[src/rtl/r2sdf_bf_stage.sv]
// Radix-2 single-path delay-feedback butterfly stage: buffers half a block, emits saturated sums then differences.
// Registered outputs, one cycle after each accepted sample; no backpressure, bubbles freeze all state.
package r2sdf_pkg;
  localparam int DATA_WIDTH = 16;
  typedef struct packed {
    logic signed [DATA_WIDTH-1:0] data_r;
    logic signed [DATA_WIDTH-1:0] data_i;
  } data_sample_t;
endpackage

module r2sdf_bf_stage
  import r2sdf_pkg::*;
#(
  parameter  int DELAY = 8,
  localparam int IW    = (DELAY > 1) ? $clog2(DELAY) : 1,
  localparam int CW    = $clog2(2 * DELAY)
) (
  input  logic          clk,
  input  logic          rst_n,
  input  logic          in_valid,
  input  data_sample_t  in_data,
  output logic          out_valid,
  output data_sample_t  out_data,
  output logic          out_phase,
  output logic [IW-1:0] out_idx
);

  logic [CW-1:0] cnt_q;
  logic          primed_q;
  data_sample_t  mem_q [DELAY];
  logic          out_valid_q;
  data_sample_t  out_data_q;
  logic          out_phase_q;
  logic [IW-1:0] out_idx_q;

  logic          half;
  logic [IW-1:0] idx;
  data_sample_t  head;
  data_sample_t  sum_d;
  data_sample_t  diff_d;
  data_sample_t  wr_d;
  data_sample_t  out_data_d;

  // Overflow of a 17-bit sum/difference shows up as disagreement of its top two bits.
  function automatic logic signed [DATA_WIDTH-1:0] sat16(input logic signed [DATA_WIDTH:0] v);
    logic signed [DATA_WIDTH-1:0] r;
    if (v[DATA_WIDTH] != v[DATA_WIDTH-1])
      r = v[DATA_WIDTH] ? {1'b1, {(DATA_WIDTH-1){1'b0}}} : {1'b0, {(DATA_WIDTH-1){1'b1}}};
    else
      r = v[DATA_WIDTH-1:0];
    return r;
  endfunction

  assign half = (cnt_q >= CW'(DELAY));
  assign idx  = IW'(cnt_q % CW'(DELAY));
  assign head = mem_q[idx];

  always_comb begin
    sum_d.data_r  = sat16({head.data_r[DATA_WIDTH-1], head.data_r} + {in_data.data_r[DATA_WIDTH-1], in_data.data_r});
    sum_d.data_i  = sat16({head.data_i[DATA_WIDTH-1], head.data_i} + {in_data.data_i[DATA_WIDTH-1], in_data.data_i});
    diff_d.data_r = sat16({head.data_r[DATA_WIDTH-1], head.data_r} - {in_data.data_r[DATA_WIDTH-1], in_data.data_r});
    diff_d.data_i = sat16({head.data_i[DATA_WIDTH-1], head.data_i} - {in_data.data_i[DATA_WIDTH-1], in_data.data_i});
    // First half: stash the new sample and release last block's difference from the same slot.
    wr_d       = half ? diff_d : in_data;
    out_data_d = half ? sum_d  : head;
  end

  always_ff @(posedge clk) begin
    if (!rst_n) begin
      cnt_q       <= '0;
      primed_q    <= 1'b0;
      out_valid_q <= 1'b0;
      out_data_q  <= '0;
      out_phase_q <= 1'b0;
      out_idx_q   <= '0;
      for (int i = 0; i < DELAY; i++) mem_q[i] <= '0;
    end else begin
      out_valid_q <= in_valid && (half || primed_q);
      if (in_valid) begin
        cnt_q       <= cnt_q + CW'(1);
        if (cnt_q == CW'(2 * DELAY - 1)) primed_q <= 1'b1;
        mem_q[idx]  <= wr_d;
        out_data_q  <= out_data_d;
        out_phase_q <= ~half;
        out_idx_q   <= idx;
      end
    end
  end

  assign out_valid = out_valid_q;
  assign out_data  = out_data_q;
  assign out_phase = out_phase_q;
  assign out_idx   = out_idx_q;

endmodule

[config.mk]
export PLATFORM = sky130hd
export DESIGN_NAME = r2sdf_bf_stage
export DESIGN_NICKNAME = d
export VERILOG_FILES = /design/src/rtl/r2sdf_bf_stage.sv
export SDC_FILE = /design/constraint.sdc
export NUM_CORES = 1
export LEC_CHECK = 0
export BUFFER_PORTS_ARGS = -buffer_cell sky130_fd_sc_hd__buf_2
export CAP_MARGIN = 15
export CORE_MARGIN = 4
export CORE_UTILIZATION = 30
export CTS_BUF_LIST = sky130_fd_sc_hd__clkbuf_8
export DETAILED_ROUTE_END_ITERATION = 8
export PLACE_DENSITY = 0.46
export SLEW_MARGIN = 25
export SYNTH_ARGS = -nofsm -noshare
export SYNTH_HDL_FRONTEND = slang
export SYNTH_SLANG_ARGS = --single-unit
[constraint.sdc]
create_clock -name clk -period 8.3 [get_ports clk]
set_input_delay 1.66 -clock clk [delete_from_list [all_inputs] [get_ports clk]]
set_output_delay 1.66 -clock clk [all_outputs]
set_load 0.02 [all_outputs]
; Word-level counts from Yosys, hierarchy flattened
; Memories as Yosys holds them, arrays and structs flattened. A register that Yosys moved wholly into a read port is not among the register bits.
; Index checks and enable logic that the tools add are counted.
[op_classes]
order_cmp = 1
muxes = 19
n_reduce_logical = 4
bitwise = 1
eq_ne = 5
addsub = 5
[ops]
columns = op, n
row1 = 16-bit 2-to-1 mux, 8
row2 = 32-bit 2-to-1 mux, 3
row3 = 16-bit by 16-bit adder with 17-bit output, 2
row4 = 16-bit by 16-bit subtractor with 17-bit output, 2
row5 = 32-bit OR reduction, 1
row6 = 3-bit 2-to-1 mux, 3
row7 = 1-bit 2-to-1 mux, 5
row8 = 4-bit by 1-bit adder with 4-bit output (second input constant), 1
row9 = 4-bit equality test (second input constant), 1
row10 = 4-bit greater-or-equal comparator (second input constant), 1
row11 = 1-bit != test, 4
row12 = 2-bit AND reduction, 1
row13 = 1-bit logical AND, 1
row14 = 1-bit logical OR, 1
row15 = 1-bit inverter, 1
[totals]
mem_bits_rw = 256
n_memories = 1
output_inout_bits = 37
regBits = 42
in_bits = 35
[mem_list]
columns = name, depth, word_bits, read_ports, rd_ports_with_merged_regs, wr, line_no
row1 = mem_q, 8, 32, 1, 1, 8, 30  ; data_sample_t mem_q [DELAY];

; Logic depth before layout (Yosys ltp)
; Gate-level depths: netlist of the first run.
[logic_depth]
depth_word = 5
mapped_depth = 22
mapped_depth_nobuf = 18

; Worst setup path after synthesis of the first run
; Ideal clock, no wire load.
[synth_path]
path_type = reg2reg
start = register with a tool-made name
end = memory mem_q[7][1] (netlist bit), data pin
t_arrival_ns = 5.011
required_time_ns = 8.027
path_buffers = 6
slack_ns = 3.016
path_stages_with_launch = 22
path_cell_list = dfxtp_1 > buf_2 > buf_2 > buf_2 > mux4_2 > mux2_2 > ha_1 > clkbuf_1 > o21a_1 > nor2_1 > a211oi_1 > nor2_1 > a21oi_1 > a21oi_1 > o21bai_1 > xnor2_1 > ha_1 > clkbuf_1 > clkbuf_1 > o21ai_0 > mux2i_1 > nor2_1
[synth_rtl]
columns = item, line_no
row1 = "end, declared", 30

==> impl_results.md, run 1 <==
- Largest net degree at the start of global routing: 64
- Most frequent cells in the layout: nor2_1, edfxtp_1, inv_1, ha_1, a21oi_1
- First-pass GRT wire length: 76.91 mm
- Post-synthesis mux area share: 11.43%
- Most common cell after layout, fill and taps aside: nor2_1
- Sequential share of the synthesized area: 51.50%
- 1st-iter DRT viols: 889
- Post-Synth Simple-Gate Area: 11.35%
- Syn-to-layout area delta: 12.39%
- Clk pin slew, worst setup/hold paths: 0.07 ns
- Largest family of logic cells by synthesized area: compound AO/OA/AOI/OAI gates
- Rows: 86
- RD Place Congestion: 0.8279
- PostCTS Resize Cnt: 0
- Required time of the critical path: 8.63 ns
- Global Route Usage Sum: 17.00%
- CP endpoint kind: flip-flop
- Final setup viols: 0
- Setup bufs post-CTS: 0
- Cell-internal power: 2.714 mW
- Synth area leaders: edfxtp_1, mux4_2, nor2_1
- Sw Share: 32.84%
- Cell Area, Synth: 16670 um2
- Post-route DRC: 0
- Syn_nets: 1569
- Slew @ Worst Pin: 0.9779 ns
- Worst relative slew slack: 34.62%
- Leak pwr: 7.111 nW
- Vias in the first global route: 11.80k
- H-tree Lvls: 2
- FF+latch count, synth: 301
- Final period util: 74.29%
- Die Y: 243.8 um
- Final Slew Violations: 0
- Kind of critical path: flip-flop to flip-flop
- Clock Tree Buf Depth: 3
- Hold Path Class: flip-flop to flip-flop
- Share of the synthesized area in the top cell type: 46.10%
- Crit path time final: 6.166 ns
- Synth Warn #: 0
- Largest area contributor in the netlist: edfxtp_1
- Die area: 59420 um2
- Startpoint class of the critical path: flip-flop
- Ys async rst share: 0%
- Root Driver: clkbuf_8
- Clock Latency Late Sink: 0.62 ns
- Unrepaired setup endpoints after global routing: false
- DRT Pass-1 Iters: 5
- Die W: 243.8 um
- Sum Neg Setup Slack: 0 ns
- Syn Area/Cell: 11.52 um2
- Arrival @ worst endpoint: 6.50 ns
- Max Fclk: 0.1622 GHz
- Power share of the combinational group: 25.8%
- Commonest register cell after synthesis: edfxtp_1
- CTS tree: done
- Mapped Cells: 1448
- Nets: 1627
- Max_cap viols: 0
- Compound-Gate Fraction of Synth Area: 12.72%
- Synth Area in XOR/XNOR: 2.574%
- Vias: 11.63k
- ANT nets after route: 0
- Fraction of layout cells with a size suffix above 1: 20.09%
- Sw power: 1.327 mW
- Vias/cell: 5.073
- Initial antenna violation count: 1
- # IOs: 72
- VDD IR max: 0.0001070 V
- Worst Path Max Fanout: 38
- Seq pwr share: 43.5%
- Number of enable flip-flop cells after synthesis: 256
- Tot Pwr: 4.041 mW
- Fillers: 5566
- Synth Area in Adders: 6.633%
- Core area: 55090 um2
- Distinct cells, synth: 85
- Initial Utilization: 30.27%
- Clock sinks: 301
- DP Wirelength: 32.00 mm
- Cts hold-fix bufs: 0
- Total CTS buffers: 49
- Gr ovfl total: 0
- Clock Power Share: 30.7%
- I/O Buffers: 71
- Drt total wl: 51.27 mm
- Clock skew: 0.02624 ns
- Final hold viol count: 0
- Status: complete, no violations
- Avg WL per Cell: 22.37 um
- Pwr Density: 215.6 nW/um2
-- stage by stage --
stage	utilization, %	hold slack [ns]	area, um2	cells	setup WS [ns]
3_5_place_dp	32.36	0.4392	17830	2203	2.162
4_1_cts	34.01	0.4499	18740	2291	2.145
2_1_floorplan	-	0.4410	16670	1448	3.016
3_3_place_gp	32.31	0.4283	17800	2202	2.203
6_report	34.02	0.4430	18740	2292	2.134
5_1_grt	34.02	0.4780	18740	2292	1.637
-- worst paths after layout --
| kind | start | endpoint | slack, ns | cells after the start |
|---|---|---|---|---|
| worst max register to register | flip-flop | mem_q[7][7]$_SDFFCE_PN0P_ | 2.13 | 16 |
| worst min register to register | out_data[27]$_SDFFE_PN0P_ | out_data[27]$_SDFFE_PN0P_ | 0.44 | 2 |
| worst min-delay path | out_data[27]$_SDFFE_PN0P_ | out_data[27]$_SDFFE_PN0P_ | 0.44 | 2 |
| worst max-delay path | flip-flop | mem_q[7][7]$_SDFFCE_PN0P_ | 2.13 | 16 |
-- metal layers --
metal  track usage [%]  share of wire (%)  vias up
li1                  -                  -     5408
met1             24.00                 47     5857
met2             27.73                 46      296
met3             2.542                5.1       66
met4             3.966                2.0        0
met5                 0                  0        -
-- Yosys cell counts, drive strengths merged (22+ instances only) --
master	number
nor2	315
edfxtp	256
ha	82
a21oi	80
o21ai	79
inv	71
mux4	64
clkbuf	62
nand2	46
dfxtp	45
xnor2	38
mux2	32
nor3	23
buf	22
-- kinds of logic (layout without fill, tap and decap cells) --
group / after synthesis / after routing
flip-flops: 301 / 301
AND/OR/NAND/NOR: 448 / 448
XOR/XNOR: 49 / 49
buffers and inverters: 157 / 252
adder cells (fa/ha/maj): 86 / 86
other: 0 / 1
AO/OA/AOI/OAI: 301 / 301
multiplexers: 106 / 106
-- power by group through the flow --
stage                     clock [mW]  combinational, mW  sequential (mW)
final                           1.24               1.04             1.76
after global routing            1.35               1.14             1.77
after CTS                       1.27               1.04             1.76
after detailed placement           0               1.04             1.79
after global placement             0               1.04             1.79
after floorplan                    0              0.754             1.78
-- registers in the layout (all words and copies together), names as in the netlist, named ones only --
signal	cells
cnt_q	4
mem_q	256
out_phase	1
out_valid	1
out_idx	3
primed_q	1
out_data	32
-- worst max-delay path, cell delays in order (launching register included) --
cell and delay [ns]:
dfxtp_4 0.89, mux4_2 0.61, mux2_2 0.37, ha_1 0.50, o21a_1 0.17, o31ai_1 0.13, a211oi_1 0.34, nor2_1 0.09
a21oi_1 0.35, a21oi_1 0.13, o21bai_1 0.25, xnor2_1 0.12, ha_1 0.51, nand2_1 0.39, nand2_1 0.21, o22ai_1 0.66
nor2_1 0.11
-- layout make-up --
type | count | area, um2 | area share, %
Sequential cell | 301 | 8596 | 45.87
Multi-Input combinational cell | 990 | 7512 | 40.09
Tap cell | 748 | 935.9 | 4.994
Clock buffer | 52 | 715.7 | 3.819
Timing Repair Buffer | 91 | 509.2 | 2.717
Inverter | 73 | 274.0 | 1.462
Clock inverter | 36 | 195.2 | 1.042
Antenna cell | 1 | 2.502 | 0.01335
Note: power is estimated with default switching activity, not from simulation.
==> run 2, diff against run 1 <==
Settings changed: PLACE_DENSITY 0.46 to 0.47.
Clock period 8.3 ns to 5.19 ns, I/O delays scaled along.
==> run 2 against run 1 <==
Clock skew fell by 0.0038 ns. Clock-buffer cell count is 1 lower. Largest cell class unchanged. Global-route usage is 0.88 points lower. Critical path depth increased by 1. Setup slack lost 1.8 ns.
==> impl_results.md, run 2 (synthesis gave the netlist of run 1 again) <==
- Arrival @ worst endpoint: 5.39 ns (-1.11 ns)
- Crit-path cells: buf_4, mux4_2, mux2_2, ha_1, buf_4, a221oi_1, o41a_1, a2111o_1, o311ai_0, o21bai_1, a21oi_1, xnor2_1, ha_1, buf_4, nor2_1, a211o_1, a21oi_1
- Vias in the first global route: 12.19k (+3.3%)
- Clock skew: 0.02244 ns (-0.003806 ns)
- R2R setup slack: 0.34 ns (-1.80 ns)
- Fin area: 19110 um2 (+2.0%)
- Avg WL per Cell: 20.97 um (-6.3%)
- Clock sinks: 301 (unchanged)
- Global Route Usage Sum: 16.12% (-0.88 points)
- Worst relative slew slack: 38.07% (+3.5 points)
- Inst Count DP: 2247 (+2.0%)
- H-tree Lvls: 2 (unchanged)
- Slew @ Worst Pin: 0.9256 ns (-0.05229 ns)
- Nets: 1674 (+2.9%)
- Rows: 86 (unchanged)
- # IOs: 72 (unchanged)
- Leak pwr: 7.318 nW (+2.9%)
- Required time of the critical path: 5.72 ns (-2.91 ns)
- Final Slew Violations: 0 (unchanged)
- Max Fclk: 0.2061 GHz (+27%)
- First-pass GRT wire length: 74.62 mm (-3.0%)
- Die Y: 243.8 um (unchanged)
- Final hold viol count: 0 (unchanged)
- Drt total wl: 48.87 mm (-4.7%)
- Clock Latency Late Sink: 0.60 ns (-0.02 ns)
- Startpoint class of the critical path: flip-flop
- WL met3: 2.014 mm (-23%)
- FF-to-FF End: out_data[11]$_SDFFE_PN0P_
- Slowest CP cell: a221oi_1
- R2R cell count: 17 (+1)
- Final setup viols: 0 (unchanged)
- WHS Endpoint: out_data[28]$_SDFFE_PN0P_
- RD Place Congestion: 0.8514 (+2.8%)
- CTS tree: done
- I/O Buffers: 71 (unchanged)
- Clk pin slew, worst setup/hold paths: 0.06 ns (about the same)
- DP Wirelength: 32.40 mm (+1.3%)
- VDD IR max: 0.0001728 V (+62%)
- Placed Area: 18210 um2 (+2.1%)
- Most frequent cells in the layout: nor2_1, edfxtp_1, inv_1, ha_1, a21oi_1
- Vias/cell: 5.023 (-0.99%)
- Post-route worst setup slack: 0.3370 ns (-1.797 ns)
- Largest reg by FF count: mem_q
- Max FFs per register: 256 (unchanged)
- M1 WL: 22.62 mm (-5.5%)
- Hold path startpoint: out_data[28]$_SDFFE_PN0P_
- Fraction of layout cells with a size suffix above 1: 22.69% (+2.6 points)
- Die W: 243.8 um (unchanged)
- Top layer reached by signal wires: met4
- Most frequent CP cell: buf_4
- Clock Tree Buf Depth: 3 (unchanged)
- Largest net degree at the start of global routing: 53 (-17%)
- Hold Path Stages: 2 (unchanged)
- Total CTS buffers: 50 (+2.0%)
- Status: complete, no violations
- ANT nets after route: 0 (unchanged)
- Kind of critical path: flip-flop to flip-flop
- Met2 routed WL: 23.10 mm (-2.5%)
- CP max stage delay: 0.57 ns (-0.32 ns)
- Root Driver: clkbuf_8
- Gr ovfl total: 0 (unchanged)
- Post-route insts no fill: 2331 (+1.7%)
- Hold Path Class: flip-flop to flip-flop
- Worst Path Max Fanout: 11 (-71%)
- Max_cap viols: 0 (unchanged)
- Crit path time final: 4.853 ns (-1.313 ns)
- Unrepaired setup endpoints after global routing: false
- Most common cell after layout, fill and taps aside: nor2_1
- Final period util: 93.51% (+19 points)
- CP endpoint kind: flip-flop
- Pwr Density: 337.8 nW/um2 (+57%)
- Sum Neg Setup Slack: 0 ns (unchanged)
- Initial antenna violation count: 1 (unchanged)
- Die area: 59420 um2 (unchanged)
- WHS: 0.4529 ns (+0.009900 ns)
- Initial Utilization: 30.27% (unchanged)
- 1st-iter DRT viols: 791 (-11%)
- DRT Pass-1 Iters: 5 (unchanged)
- Core area: 55090 um2 (unchanged)
- Syn-to-layout area delta: 14.59%
- Post-route DRC: 0 (unchanged)
- Vias: 11.71k (+0.70%)
- Pre-CTS WS: 0.2540 ns (-1.908 ns)
-- run 2: changes by cell type in the layout (fill, tap and decap cells not counted), moves of 2 or more --
cell      change
mux2i_2       +3
buf_12        +3
inv_1         -7
clkinv_2      +2
buf_4        +44
mux2i_1       -3
-- run 2: worst max-delay path, delay by kind of cell (launching register included) --
kind | cells | cell delay, ns
AO/OA/AOI/OAI | 8 | 1.99
buffers and inverters | 3 | 0.62
flip-flops | 1 | 0.39
XOR/XNOR | 1 | 0.14
multiplexers | 2 | 0.87
adder cells (fa/ha/maj) | 2 | 0.68
AND/OR/NAND/NOR | 1 | 0.07
-- run 2: worst max-delay path by stage --
stage                                       endpoint  startpoint  slack, ns
after detailed placement  mem_q[7][28]$_SDFFCE_PN0P_   flip-flop       0.25
after CTS                 mem_q[7][28]$_SDFFCE_PN0P_   flip-flop       0.25
final                      out_data[11]$_SDFFE_PN0P_   flip-flop       0.34
after global routing        out_data[9]$_SDFFE_PN0P_   flip-flop       0.02
after floorplan            mem_q[7][1]$_SDFFCE_PN0P_   flip-flop       0.03
after global placement    mem_q[7][28]$_SDFFCE_PN0P_   flip-flop       0.35
-- run 2: layout make-up --
| cell class | instances | area [um2] |
|---|---|---|
| sequential | 301 | 8596 |
| inverter | 73 | 275.3 |
| timing repair buffer | 137 | 888.4 |
| tap | 748 | 935.9 |
| antenna | 1 | 2.502 |
| multi-input combinational | 990 | 7537 |
| clock buffer | 51 | 701.9 |
| fill | 5551 | 35990 |
| clock inverter | 30 | 170.2 |
-- run 2: power by group --
group / switching [mW] / internal, mW / leakage, nW
clock: 0.951 / 0.956 / 0.498
sequential: 0.0444 / 2.74 / 3.02
combinational: 1.07 / 0.686 / 3.80
total: 2.07 / 4.39 / 7.32
-- run 2: layer usage --
metal	vias up	track usage, %
met5	-	0
met4	0	4.186
met3	70	2.157
met2	260	26.87
met1	5882	22.26
li1	5496	-
-- run 2: per-stage QoR --
step | power (mW) | util [%]
after floorplan | 4.054 | -
after detailed placement | 4.583 | 33.04
after global placement | 4.582 | 33.01
final | 6.454 | 34.68
after CTS | 6.516 | 34.63
after global routing | 6.798 | 34.68
-- run 2: repair_timing --
action	CTS	global route
setup buffers	0	2
hold buffers	0	0
resized for setup	0	3
setup endpoints to repair	0	31
